==> src/rtl/serial_adder.sv <==
// -----------------------------------------------------------------------------
// serial_adder
//   Bit-serial adder/subtractor. A single registered full-adder cell processes
//   one operand bit per clock, LSB first. An operation is started from IDLE or
//   DONE, runs for WIDTH cycles in SHIFT and presents its result for one cycle
//   in DONE, where a new start can be taken back-to-back.
//
// Ports
//   clk    in   1      single clock, rising edge
//   rst    in   1      synchronous active-high reset
//   start  in   1      begin an operation (honoured in IDLE or DONE only)
//   sub    in   1      0 = a + b + cin, 1 = a - b
//   a      in   WIDTH  first operand
//   b      in   WIDTH  second operand
//   cin    in   1      carry-in, add mode only
//   busy   out  1      high while bits are being processed (SHIFT)
//   done   out  1      one-cycle pulse marking a new result
//   sum    out  WIDTH  result register, held between operations
//   cout   out  1      carry-out of the MSB (subtract: 1 = no borrow)
// -----------------------------------------------------------------------------
module serial_adder #(
    parameter int WIDTH = 8
) (
    input  logic             clk,
    input  logic             rst,
    input  logic             start,
    input  logic             sub,
    input  logic [WIDTH-1:0] a,
    input  logic [WIDTH-1:0] b,
    input  logic             cin,
    output logic             busy,
    output logic             done,
    output logic [WIDTH-1:0] sum,
    output logic             cout
);

    // Counter holds 0..WIDTH without wrapping.
    localparam int CW = $clog2(WIDTH + 1);

    typedef enum logic [1:0] {
        IDLE  = 2'd0,
        SHIFT = 2'd1,
        DONE  = 2'd2
    } state_t;

    state_t           state_r;
    logic [WIDTH-1:0] a_r;
    logic [WIDTH-1:0] b_r;
    logic [WIDTH-1:0] acc_r;
    logic             carry_r;
    logic [CW-1:0]    cnt_r;
    logic             busy_r;
    logic             done_r;
    logic [WIDTH-1:0] sum_r;
    logic             cout_r;

    logic             bit_sum_s;
    logic             bit_carry_s;
    logic             last_bit_s;
    logic [WIDTH-1:0] acc_next_s;

    function automatic logic fa_sum(input logic x, input logic y, input logic c);
        return x ^ y ^ c;
    endfunction

    function automatic logic fa_carry(input logic x, input logic y, input logic c);
        return (x & y) | (x & c) | (y & c);
    endfunction

    // Full-adder cell on the current LSBs; the new sum bit enters the
    // accumulator at the MSB so that after WIDTH shifts bit 0 sits at bit 0.
    always_comb begin
        bit_sum_s   = 1'b0;
        bit_carry_s = 1'b0;
        last_bit_s  = 1'b0;
        acc_next_s  = '0;
        bit_sum_s   = fa_sum(a_r[0], b_r[0], carry_r);
        bit_carry_s = fa_carry(a_r[0], b_r[0], carry_r);
        if (cnt_r == CW'(WIDTH - 1)) begin
            last_bit_s = 1'b1;
        end else begin
            last_bit_s = 1'b0;
        end
        acc_next_s  = WIDTH'({bit_sum_s, acc_r} >> 1'b1);
    end

    // Control FSM and datapath registers; all outputs are registered here.
    always_ff @(posedge clk) begin
        if (rst) begin
            state_r <= IDLE;
            a_r     <= '0;
            b_r     <= '0;
            acc_r   <= '0;
            carry_r <= 1'b0;
            cnt_r   <= '0;
            busy_r  <= 1'b0;
            done_r  <= 1'b0;
            sum_r   <= '0;
            cout_r  <= 1'b0;
        end else begin
            case (state_r)
                IDLE, DONE: begin
                    done_r <= 1'b0;
                    if (start) begin
                        // Subtract is a + ~b + 1: invert b and seed carry with 1.
                        a_r     <= a;
                        b_r     <= sub ? ~b : b;
                        carry_r <= sub ? 1'b1 : cin;
                        acc_r   <= '0;
                        cnt_r   <= '0;
                        busy_r  <= 1'b1;
                        state_r <= SHIFT;
                    end else begin
                        busy_r  <= 1'b0;
                        state_r <= IDLE;
                    end
                end
                SHIFT: begin
                    a_r     <= a_r >> 1'b1;
                    b_r     <= b_r >> 1'b1;
                    carry_r <= bit_carry_s;
                    acc_r   <= acc_next_s;
                    cnt_r   <= cnt_r + 1'b1;
                    if (last_bit_s) begin
                        sum_r   <= acc_next_s;
                        cout_r  <= bit_carry_s;
                        busy_r  <= 1'b0;
                        done_r  <= 1'b1;
                        state_r <= DONE;
                    end else begin
                        busy_r  <= 1'b1;
                        done_r  <= 1'b0;
                        state_r <= SHIFT;
                    end
                end
                default: begin
                    busy_r  <= 1'b0;
                    done_r  <= 1'b0;
                    state_r <= IDLE;
                end
            endcase
        end
    end

    assign busy = busy_r;
    assign done = done_r;
    assign sum  = sum_r;
    assign cout = cout_r;

endmodule

==> config.mk <==
export PLATFORM = sky130hd
export DESIGN_NAME = serial_adder
export DESIGN_NICKNAME = d
export VERILOG_FILES = /design/src/rtl/serial_adder.sv
export SDC_FILE = /design/constraint.sdc
export NUM_CORES = 1
export LEC_CHECK = 0
export BUFFER_PORTS_ARGS = -buffer_cell sky130_fd_sc_hd__buf_2
export CAP_MARGIN = 20
export CORE_MARGIN = 1
export CORE_UTILIZATION = 45
export DETAILED_ROUTE_END_ITERATION = 8
export GPL_TIMING_DRIVEN = 1
export PLACE_DENSITY = 0.75
export SYNTH_ARGS = -nofsm -noshare
export SYNTH_HDL_FRONTEND = slang
export SYNTH_SLANG_ARGS = --single-unit
==> constraint.sdc <==
create_clock -name clk -period 1.15 [get_ports clk]
set_input_delay 0.23 -clock clk [delete_from_list [all_inputs] [get_ports clk]]
set_output_delay 0.23 -clock clk [all_outputs]
set_load 0.05 [all_outputs]
==> impl_metrics.toml <==
[run_status]
status = "complete, but fails checks"
violations = "negative setup slack"

[clock_tree]
holdBufCountCts = 0
insertion_delay_ps = 300
htreeDepth = 2
cts_buffers = 5
tritoncts = "built"
cts.path.max_buffers = 2
cts-root-buf = "clkbuf_8"
clk_pin_slew_ps = 80
cts_sinks = 40

[detailed_routing]
ant_nets = 0
via_per_inst = 5.13
first_iter_violations = 80
vias = 1452
wl_per_cell_um = 13.5
dr.pass1.iters = 4
route.detailed.drc = 0
wirelength_um = 3830

[synthesis]
muxShareOfSynthArea_pct = 6.35
syn_area_per_cell_um2 = 9.34
synth_fa_ha_area_share_pct = 1.83
synth_seq_area_share_pct = 45.1
synth-simple-area-share_pct = 21.4
synth_top_family_by_area = "simple AND/OR/NAND/NOR gates"
synthXorXnorAreaFrac_pct = 3.95
yosys.cell_types.count = 26
ys.flop_type = "dfxtp_1"
synth_seq_cells = 40
synth_compound_gate_area_share_pct = 14.9
synthCells = 190
syn_nets = 213
ys_warn_count = 0
synth_edf_count = 0
netlist_area_um2 = 1770
synthArstFlopShare_pct = 0

[floorplan]
die_x_um = 64.8
start_util_pct = 47.7
top_level_ports = 32
dieHeight_um = 64.8
rows = 22
fp.dieArea_um2 = 4200
core_um2 = 3720

[timing]
final.min_clock_period_ps = 1170
holdWs_ps = 163
rsz0062_at_grt = "yes"
setup_viol = 2
drv_slew = 0
final_hold_viol_count = 0
timing.fmax_ghz = 0.855
tightestPinTransition_ps = 246
worst_slack_ps = -19.9
clock_skew_ps = 4.63
tns_ps = -23.7
period_share_pct = 102
max_slew_margin_pct = 83.6

[setup_path]
cpPeakStageDelay_ps = 320
slowest_stage = "dfxtp_2"
path_max_fanout = 5
critPathLaunchType = "flip-flop"
crit_type = "flip-flop to flip-flop"
arrival_ps = 1360
rrSetupSlack_ps = -20
reg2reg_depth = 3
end_kind = "flip-flop"
path_cells = "and2b_4 > nand4_1 > mux2_1"
required_ps = 1340

[min_path]
worstHoldPathType = "primary input to flip-flop"
hold_depth = 3

[cells_and_area]
nets = 257
drive_gt1_share_pct = 36.6
final_common_cell = "dfxtp_1"
finalNonFillerCells = 283
diodes = 0
syn_to_final_growth_pct = 33.2
layout_common_cells = "35 x dfxtp_1, 26 x nand3_1, 26 x a21oi_1"

[power]
ir_drop_mv = 0.665
power_density_nw_per_um2 = 1330
p_leak_nw = 0.939

[place]
dp.cells = 269
hpwlAfterDp_um = 2350
gp_congestion = 0.742
port_buffers = 31

[global_routing]
overflow = 0
grt_pass1_vias = 1334
grt_pass1_wl_um = 6160
grt_max_degree = 27
grt_use_total_pct = 19.6
antenna_found_initial = 0

[flow_run]
maxCapViolCount = 0
-- stage by stage --
stage	utilization [%]	setup WS (ps)	cell area [um^2]	total power, mW
finish	63.6	-19.9	2360	3.13
global route	63.6	-63.1	2360	3.26
CTS	61.0	1.07	2270	3.10
detailed placement	56.2	-85.2	2090	1.92
global placement	56.2	-9.75	2090	1.92
floorplan	-	-52.0	1820	1.79
-- metal layers --
layer  global-route usage, %  vias up  routed length [um]
li1                        -      748                   -
met1                    25.5      663                1830
met2                    30.6       36                1800
met3                    4.23        5                 134
met4                    9.17        0                  59
met5                       0        -                   0
-- worst paths after layout --
| check | start | to |
|---|---|---|
| min reg2reg | acc_r[3]$_SDFFE_PP0P_ | acc_r[2]$_SDFFE_PP0P_ |
| max reg2reg | state_r[1]$_SDFF_PP0_ | cnt_r[3]$_SDFFE_PP0P_ |
| max | state_r[1]$_SDFF_PP0_ | cnt_r[3]$_SDFFE_PP0P_ |
| min | a[7] | a_r[7]$_SDFFE_PP0P_ |
-- area by class of cell --
type | instances | area (um^2)
Clock inverter | 3 | 41.3
Sequential cell | 40 | 810
Tap cell | 48 | 60.1
Clock buffer | 5 | 68.8
Fill cell | 305 | 1350
Timing Repair Buffer | 53 | 422
Multi-Input combinational cell | 134 | 962
-- synthesized netlist by cell type (all sizes together) (2+ instances only) --
master	n	area share, %
mux2i	9	5.1
a22oi	14	5.9
a21oi	27	7.6
mux2	2	1.3
nand2	11	2.3
nand2b	21	7.4
dfxtp	40	45
nand3	26	7.3
clkbuf	4	0.85
xor2	8	3.9
buf	13	5.6
nor3	2	0.56
nor2	3	1.6
-- cell families after synthesis --
| group | count (synthesis) |
|---|---|
| adders and majority gates | 2 |
| and+or+nand+nor | 68 |
| xor gates and xnor gates | 8 |
| DFF | 40 |
| buffers and inverters | 17 |
| AOI/OAI and AO/OA | 44 |
| muxes | 11 |
-- flip-flops by register name, indices dropped and copies added, names as in the netlist --
name	count
carry_r	1
state_r	2
cnt_r	4
b_r	8
a_r	8
acc_r	7
sum	8
cout	1
done	1
-- what timing repair did --
action / 4_1_cts / 5_1_grt
pin swaps: 2 / 3
setup endpoints to repair: 15 / 29
resized for setup: 12 / 12
buffers inserted: 1 / 2
gates cloned: 1 / 2
hold endpoints to repair: 0 / 0
-- critical path: cells and delay by family, from the launching register on --
kind	cells	cell delay (ps)
flops	1	320
mux	1	320
simple gates	2	420
-- power by group --
part	internal, mW	switching [mW]	leakage (nW)
clock	0.644	0.519	0.0585
combinational	0.242	0.246	0.553
sequential	1.44	0.0410	0.328
total	2.33	0.806	0.939
Power figures use the tool's default switching activity.
